<file path="src/rtl/vga_timing_rx_if.sv">
// Sampled VGA sync inputs and recovered timing outputs of vga_timing_rx.
interface vga_timing_rx_if #(
    parameter int unsigned CNT_BIT = 10
);
    logic               i_px_clk;
    logic               i_vga_hsync;
    logic               i_vga_vsync;
    logic               o_locked;
    logic               o_de;
    logic [CNT_BIT-1:0] o_x;
    logic [CNT_BIT-1:0] o_y;
    logic               o_frame_start;
    logic [CNT_BIT-1:0] o_h_period;
    logic [CNT_BIT-1:0] o_h_width;

    modport master (
        output i_px_clk, i_vga_hsync, i_vga_vsync,
        input  o_locked, o_de, o_x, o_y, o_frame_start, o_h_period, o_h_width
    );

    modport slave (
        input  i_px_clk, i_vga_hsync, i_vga_vsync,
        output o_locked, o_de, o_x, o_y, o_frame_start, o_h_period, o_h_width
    );
endinterface

</file>
<file path="src/rtl/vga_timing_rx.sv">
// VGA sync receiver: measures hsync period/width, locks on matching lines and
// rebuilds the active-video strobe and pixel coordinates.
module vga_timing_rx #(
    parameter int unsigned H_TOTAL    = 800,
    parameter int unsigned H_SYNC     = 96,
    parameter int unsigned H_BP       = 48,
    parameter int unsigned H_ACTIVE   = 640,
    parameter int unsigned V_SYNC     = 2,
    parameter int unsigned V_BP       = 33,
    parameter int unsigned V_ACTIVE   = 480,
    parameter int unsigned CNT_BIT    = 10,
    parameter int unsigned LOCK_LINES = 4
) (
    input logic            clk,
    input logic            i_sclr,
    vga_timing_rx_if.slave bus_io
);
    localparam logic [CNT_BIT-1:0] CntMax   = '1;
    localparam logic [CNT_BIT-1:0] HTotal   = CNT_BIT'(H_TOTAL);
    localparam logic [CNT_BIT-1:0] HSync    = CNT_BIT'(H_SYNC);
    localparam logic [CNT_BIT-1:0] HDeStart = CNT_BIT'(H_SYNC + H_BP);
    localparam logic [CNT_BIT-1:0] HDeEnd   = CNT_BIT'(H_SYNC + H_BP + H_ACTIVE);
    localparam logic [CNT_BIT-1:0] VDeStart = CNT_BIT'(V_SYNC + V_BP);
    localparam logic [CNT_BIT-1:0] VDeEnd   = CNT_BIT'(V_SYNC + V_BP + V_ACTIVE);
    localparam logic [3:0]         LockCnt  = 4'(LOCK_LINES);

    typedef enum logic [1:0] {StSearch, StTrack, StLocked} state_e;

    state_e             state_q, state_d;
    logic [3:0]         good_cnt_q, good_cnt_d;
    logic               hs_prev_q, vs_prev_q;
    logic [CNT_BIT-1:0] hcnt_q, hcnt_d;
    logic [CNT_BIT-1:0] vcnt_q, vcnt_d;
    logic [CNT_BIT-1:0] h_period_q, h_period_d;
    logic [CNT_BIT-1:0] h_width_q, h_width_d;
    logic               frame_start_q, frame_start_d;

    logic               en, hs_rise, hs_fall, vs_rise;
    logic               hcnt_sat, line_good, locked;
    logic [CNT_BIT-1:0] hcnt_inc;
    logic               de;
    logic [CNT_BIT-1:0] x, y;

    assign en        = bus_io.i_px_clk;
    assign hs_rise   = en & bus_io.i_vga_hsync & ~hs_prev_q;
    assign hs_fall   = en & ~bus_io.i_vga_hsync & hs_prev_q;
    assign vs_rise   = en & bus_io.i_vga_vsync & ~vs_prev_q;
    assign hcnt_inc  = hcnt_q + CNT_BIT'(1);
    assign hcnt_sat  = (hcnt_q == CntMax);
    assign line_good = (hcnt_inc == HTotal) && (h_width_q == HSync);

    always_ff @(posedge clk) begin
        if (i_sclr) begin
            state_q    <= StSearch;
            good_cnt_q <= '0;
        end else begin
            state_q    <= state_d;
            good_cnt_q <= good_cnt_d;
        end
    end

    // A rise takes priority over saturation: it restarts the line count anyway.
    always_comb begin
        state_d    = state_q;
        good_cnt_d = good_cnt_q;
        if (hs_rise) begin
            unique case (state_q)
                StSearch: begin
                    state_d    = StTrack;
                    good_cnt_d = '0;
                end
                StTrack: begin
                    if (line_good) begin
                        good_cnt_d = good_cnt_q + 4'd1;
                        if (good_cnt_q + 4'd1 == LockCnt) begin
                            state_d = StLocked;
                        end
                    end else begin
                        good_cnt_d = '0;
                    end
                end
                StLocked: begin
                    if (!line_good) begin
                        state_d    = StTrack;
                        good_cnt_d = '0;
                    end
                end
                default: state_d = StSearch;
            endcase
        end else if (en && hcnt_sat) begin
            state_d    = StSearch;
            good_cnt_d = '0;
        end
    end

    always_comb begin
        locked = (state_q == StLocked);
    end

    always_comb begin
        hcnt_d     = hcnt_q;
        vcnt_d     = vcnt_q;
        h_period_d = h_period_q;
        h_width_d  = h_width_q;
        if (en) begin
            if (hs_rise) begin
                hcnt_d = '0;
            end else if (!hcnt_sat) begin
                hcnt_d = hcnt_inc;
            end
            if (hs_fall) begin
                h_width_d = hcnt_inc;
            end
            if (hs_rise && state_q != StSearch) begin
                h_period_d = hcnt_inc;
            end
            if (vs_rise) begin
                vcnt_d = '0;
            end else if (hs_rise && vcnt_q != CntMax) begin
                vcnt_d = vcnt_q + CNT_BIT'(1);
            end
        end
    end

    assign frame_start_d = vs_rise & locked;

    // Sync history resets high so a line already in its pulse is not taken as an edge.
    always_ff @(posedge clk) begin
        if (i_sclr) begin
            hs_prev_q     <= 1'b1;
            vs_prev_q     <= 1'b1;
            hcnt_q        <= '0;
            vcnt_q        <= '0;
            h_period_q    <= '0;
            h_width_q     <= '0;
            frame_start_q <= 1'b0;
        end else begin
            if (en) begin
                hs_prev_q <= bus_io.i_vga_hsync;
                vs_prev_q <= bus_io.i_vga_vsync;
            end
            hcnt_q        <= hcnt_d;
            vcnt_q        <= vcnt_d;
            h_period_q    <= h_period_d;
            h_width_q     <= h_width_d;
            frame_start_q <= frame_start_d;
        end
    end

    always_comb begin
        de = locked && (hcnt_q >= HDeStart) && (hcnt_q < HDeEnd) &&
             (vcnt_q >= VDeStart) && (vcnt_q < VDeEnd);
        x  = de ? hcnt_q - HDeStart : '0;
        y  = de ? vcnt_q - VDeStart : '0;
    end

    assign bus_io.o_locked      = locked;
    assign bus_io.o_de          = de;
    assign bus_io.o_x           = x;
    assign bus_io.o_y           = y;
    assign bus_io.o_frame_start = frame_start_q;
    assign bus_io.o_h_period    = h_period_q;
    assign bus_io.o_h_width     = h_width_q;
endmodule

</file>
<file path="src/flat_wrapper.sv">
// flat-port wrapper written by rule: the top's interface ports become plain ports
module vga_timing_rx_flat 
#(
    parameter int unsigned H_TOTAL    = 800,
    parameter int unsigned H_SYNC     = 96,
    parameter int unsigned H_BP       = 48,
    parameter int unsigned H_ACTIVE   = 640,
    parameter int unsigned V_SYNC     = 2,
    parameter int unsigned V_BP       = 33,
    parameter int unsigned V_ACTIVE   = 480,
    parameter int unsigned CNT_BIT    = 10,
    parameter int unsigned LOCK_LINES = 4
)
  (clk, i_sclr, bus_io_i_px_clk, bus_io_i_vga_hsync, bus_io_i_vga_vsync, bus_io_o_locked, bus_io_o_de, bus_io_o_x, bus_io_o_y, bus_io_o_frame_start, bus_io_o_h_period, bus_io_o_h_width);
  vga_timing_rx_if #(.CNT_BIT(CNT_BIT)) bus_io_i ();
  input logic clk;
  input logic i_sclr;
  input wire logic [$bits(bus_io_i.i_px_clk)-1:0] bus_io_i_px_clk;
  input wire logic [$bits(bus_io_i.i_vga_hsync)-1:0] bus_io_i_vga_hsync;
  input wire logic [$bits(bus_io_i.i_vga_vsync)-1:0] bus_io_i_vga_vsync;
  output wire logic [$bits(bus_io_i.o_locked)-1:0] bus_io_o_locked;
  output wire logic [$bits(bus_io_i.o_de)-1:0] bus_io_o_de;
  output wire logic [$bits(bus_io_i.o_x)-1:0] bus_io_o_x;
  output wire logic [$bits(bus_io_i.o_y)-1:0] bus_io_o_y;
  output wire logic [$bits(bus_io_i.o_frame_start)-1:0] bus_io_o_frame_start;
  output wire logic [$bits(bus_io_i.o_h_period)-1:0] bus_io_o_h_period;
  output wire logic [$bits(bus_io_i.o_h_width)-1:0] bus_io_o_h_width;
  assign bus_io_i.i_px_clk = bus_io_i_px_clk;
  assign bus_io_i.i_vga_hsync = bus_io_i_vga_hsync;
  assign bus_io_i.i_vga_vsync = bus_io_i_vga_vsync;
  assign bus_io_o_locked = bus_io_i.o_locked;
  assign bus_io_o_de = bus_io_i.o_de;
  assign bus_io_o_x = bus_io_i.o_x;
  assign bus_io_o_y = bus_io_i.o_y;
  assign bus_io_o_frame_start = bus_io_i.o_frame_start;
  assign bus_io_o_h_period = bus_io_i.o_h_period;
  assign bus_io_o_h_width = bus_io_i.o_h_width;
  vga_timing_rx #(.H_TOTAL(H_TOTAL), .H_SYNC(H_SYNC), .H_BP(H_BP), .H_ACTIVE(H_ACTIVE), .V_SYNC(V_SYNC), .V_BP(V_BP), .V_ACTIVE(V_ACTIVE), .CNT_BIT(CNT_BIT), .LOCK_LINES(LOCK_LINES)) u_core (.clk(clk), .i_sclr(i_sclr), .bus_io(bus_io_i));
endmodule
</file>
<file path="config.mk">
export PLATFORM = sky130hd
export DESIGN_NAME = vga_timing_rx_flat
export DESIGN_NICKNAME = d
export VERILOG_FILES = /design/src/rtl/vga_timing_rx_if.sv /design/src/rtl/vga_timing_rx.sv /design/src/flat_wrapper.sv
export SDC_FILE = /design/constraint.sdc
export NUM_CORES = 1
export LEC_CHECK = 0
export ABC_AREA = 1
export CORE_UTILIZATION = 48
export CTS_CLUSTER_SIZE = 12
export DETAILED_ROUTE_END_ITERATION = 7
export HOLD_SLACK_MARGIN = 0.12
export PLACE_DENSITY = 0.8
export SLEW_MARGIN = 20
export SYNTH_ARGS = -nofsm -noshare
export SYNTH_HDL_FRONTEND = slang
export SYNTH_SLANG_ARGS = --single-unit
</file>
<file path="constraint.sdc">
create_clock -name clk -period 1.9 [get_ports clk]
set_input_delay 0.475 -clock clk [delete_from_list [all_inputs] [get_ports clk]]
set_output_delay 0.475 -clock clk [all_outputs]
set_load 0.05 [all_outputs]
</file>
==> metrics, run 1 <==
Synth Cell Area 2870 sq um; ANT cells 0; Overflow after GRT 0; post-layout util 0.886; DRT Pass-1 Iters 6; final setup fails 47; Static Leak 2.22 nW; clk_lat worst skew 0.33 ns; top cell type by total area after synthesis dfxtp_1; CTS Buffer Depth 2; fin crit share 1.42; clock slew at reported path FFs 0.10 ns; most frequent cells after synthesis nand2_1 (81), nor2_1 (73), inv_1 (67); initial DRC count 571; cell count after synthesis 432; synthesized net count 446; H-tree depth 2; share of layout cells above drive strength 1 0.470; pre-CTS worst setup slack -0.488 ns; count of cell types in the netlist 34; FMAX 370 MHz; row cnt 27; P per Cell Area 470 nW/um^2; outcome finished, violations left; top post-synthesis cells by area dfxtp_1 (34%), nand2_1 (11%), nor2_1 (9.6%), inv_1 (8.8%), a21oi_1 (6.1%); largest net degree at the start of global routing 20; CP Max Fanout 3; Seq pwr share 0.467; Worst EP arrival 2.23 ns; Synth Flop Type dfxtp_1; CTS root buffer clkbuf_8; Starting Density 0.508; core area 5640 sq um; CTS hold repair buffers 0; DRT antenna net count 0; Final Non-Filler Cells 655; area share of the largest cell type after synthesis 0.342; minimum clock period 2.70 ns; CP Buf/Inv Count 5; via count 4136; Tot GR Track Use 0.349; Routed wire per std cell 21.5 um; CP Class reg -> out; Post-route DRC 0; # Max-Cap Violations 0; Worst R2R Setup Slack -0.79 ns; hpwl dp 6.36 mm; Die Ht 79.3 um; Placed Area 4300 sq um; Comb pwr share 0.223; CTS tree done; number of global-route vias before repair 3559; Area Growth Syn to Fin 74.2%; Final Cell Area 5000 sq um; Crit-path slowest cell dfxtp_4; die width 79.3 um; Switching Fraction 0.345; Vias per Instance 6.31; Largest delay share family, worst path simple AND/OR/NAND/NOR gates; maximum vdd drop 0.000579 V; failing checks setup timing; full die area 6290 sq um; final critical-path setup slack -0.801 ns; clock sink total 49; max_slew headroom 0.688; internal power 1.54 mW; placed insts 622; first-pass GRT wire length 16.9 mm; final hold violations 0; yosys warns 0; GPL Wtd Cong 0.933; Critical Path Max Stage Delay 0.37 ns; most numerous cell in the Yosys netlist nand2_1; Clock Skews 0.0123 ns; sequential share of the synthesized area 0.342; clock power share 0.310; RSZ-0062 raised after global routing true; EDFF count, synth 0; Startpoint Class flop; Critical Path Most Common Cell nand2_2; net switching power 0.809 mW; Port Buf Inserts 47; syn avg cell area 6.64 sq um; Slew @ Worst Pin 0.463 ns; Tot Pwr 2.35 mW; I/O pin count 48; CP Cell Sequence ha_4, nor2_4, nand2_2, nor2_2, inv_2, nand2_2, nand2_2, inv_2, o21ai_2, nand2_2, buf_6, clkinvlp_4, nand2_2, nor2_4, buf_8; fin nets 596; Required @ worst endpoint 1.42 ns; fillcell total 233; TritonCTS Buffers 5; drt total wl 14.1 mm; number of antenna violations at the first check in global routing 0; critical path capture point type primary output; Synth async-reset ratio 0; Pins Over Slew Limit 0; Synth Register Bits 49; worst hold path type reg -> reg
## stage by stage
step                      TNS (ns)  hold WS, ns
after floorplan              -6.27        0.430
after global placement       -8.99        0.444
after detailed placement    -12.75        0.468
after CTS                   -12.61        0.495
after global routing        -24.80        0.534
final                       -22.31        0.524
## routing by layer
| metal | share of wire | vias to the layer above | global-route usage |
|---|---|---|---|
| li1 | - | 1670 | - |
| met3 | 0.12 | 175 | 0.0632 |
| met4 | 0.096 | 0 | 0.211 |
| met2 | 0.45 | 449 | 0.608 |
| met1 | 0.34 | 1842 | 0.392 |
| met5 | 0 | - | 0 |
## layout by cell type (no fill, tap or decap), types with 2 or more instances in the layout
cell,n
inv_2,11
nand4_1,7
a21oi_2,5
or2_2,2
o21ai_0,18
ha_4,5
inv_1,57
nor2_2,7
o21ai_2,7
clkbuf_8,5
inv_8,2
nor3_1,7
ha_1,4
nand3_2,4
buf_6,11
nand3_1,15
a21oi_4,3
o21ai_4,2
xnor2_1,3
o211ai_1,6
o21ai_1,4
nor2_1,45
buf_12,23
dfxtp_1,40
xor2_1,6
dlymetal6s2s_1,2
a21oi_1,27
nand3_4,4
nand2_1,63
dfxtp_2,8
nand2_4,4
nand2_2,20
nor2_4,27
clkdlybuf4s50_1,2
buf_4,113
buf_8,2
## final cells by class
class / instances / area, sq um / area share
inverters: 71 / 278 / 0.0556
clock inverters: 3 / 28.8 / 0.00576
multi-input cells: 302 / 2030 / 0.406
clock buffers: 5 / 68.8 / 0.0138
flip-flops and latches: 49 / 995 / 0.199
well taps: 72 / 90.1 / 0.0180
repair buffers: 153 / 1510 / 0.302
## kinds of logic (layout without fill, tap and decap cells)
family / count (synthesis) / count (layout) / synth area share
AO/OA/AOI/OAI: 75 / 75 / 0.144
XOR/XNOR: 9 / 9 / 0.0275
adder cells (fa/ha/maj): 9 / 9 / 0.0393
buffers and inverters: 81 / 232 / 0.112
flip-flops: 49 / 49 / 0.342
AND/OR/NAND/NOR: 209 / 209 / 0.335
## power groups by stage
stage | Clock, mW | Combinational [mW] | Sequential, mW
3_3_place_gp | 0 | 0.363 | 1.11
3_5_place_dp | 0 | 0.371 | 1.11
2_1_floorplan | 0 | 0.157 | 1.16
4_1_cts | 0.689 | 0.403 | 1.09
5_1_grt | 0.752 | 0.542 | 1.10
6_report | 0.728 | 0.522 | 1.10
## final timing paths
check	endpoint	startpoint	depth (start not counted)
hold / removal	u_core.vs_prev_q$_SDFFE_PP1P_	u_core.vs_prev_q$_SDFFE_PP1P_	2
hold reg to reg	u_core.vs_prev_q$_SDFFE_PP1P_	u_core.vs_prev_q$_SDFFE_PP1P_	2
setup reg to reg	u_core.state_q[1]$_SDFFE_PP0P_	u_core.hcnt_q[1]$_SDFFE_PP0P_	17
setup / recovery	bus_io_o_x[7]	u_core.vcnt_q[0]$_SDFFE_PP0P_	15
## state kept, by name, summed over array words and instances, names as in the netlist
register,cells
u_core.hs_prev_q,1
u_core.bus_io.o_h_period,10
u_core.hcnt_q,10
u_core.vs_prev_q,1
u_core.good_cnt_q,4
u_core.state_q,2
u_core.bus_io.o_h_width,10
u_core.bus_io.o_frame_start,1
u_core.vcnt_q,10
## tightest hold or removal path: cells and delay by family (launching register included)
| family | cells | cell delay [ns] |
|---|---|---|
| flops | 1 | 0.36 |
| simple gates | 2 | 0.14 |
## what timing repair did
action	in CTS	in global routing
setup endpoints to repair	31	41
gates cloned	1	0
hold endpoints to repair	0	0
resized for setup	38	80
buffers inserted	16	13
pin swaps	20	16
Note: power is estimated with default switching activity, not from simulation.
==> run 2: changes to the inputs <==
Settings changed: SLEW_MARGIN 20 to 5.
==> results of run 2 <==
No change in the layout: final DEF, timing and power equal those of run 1.
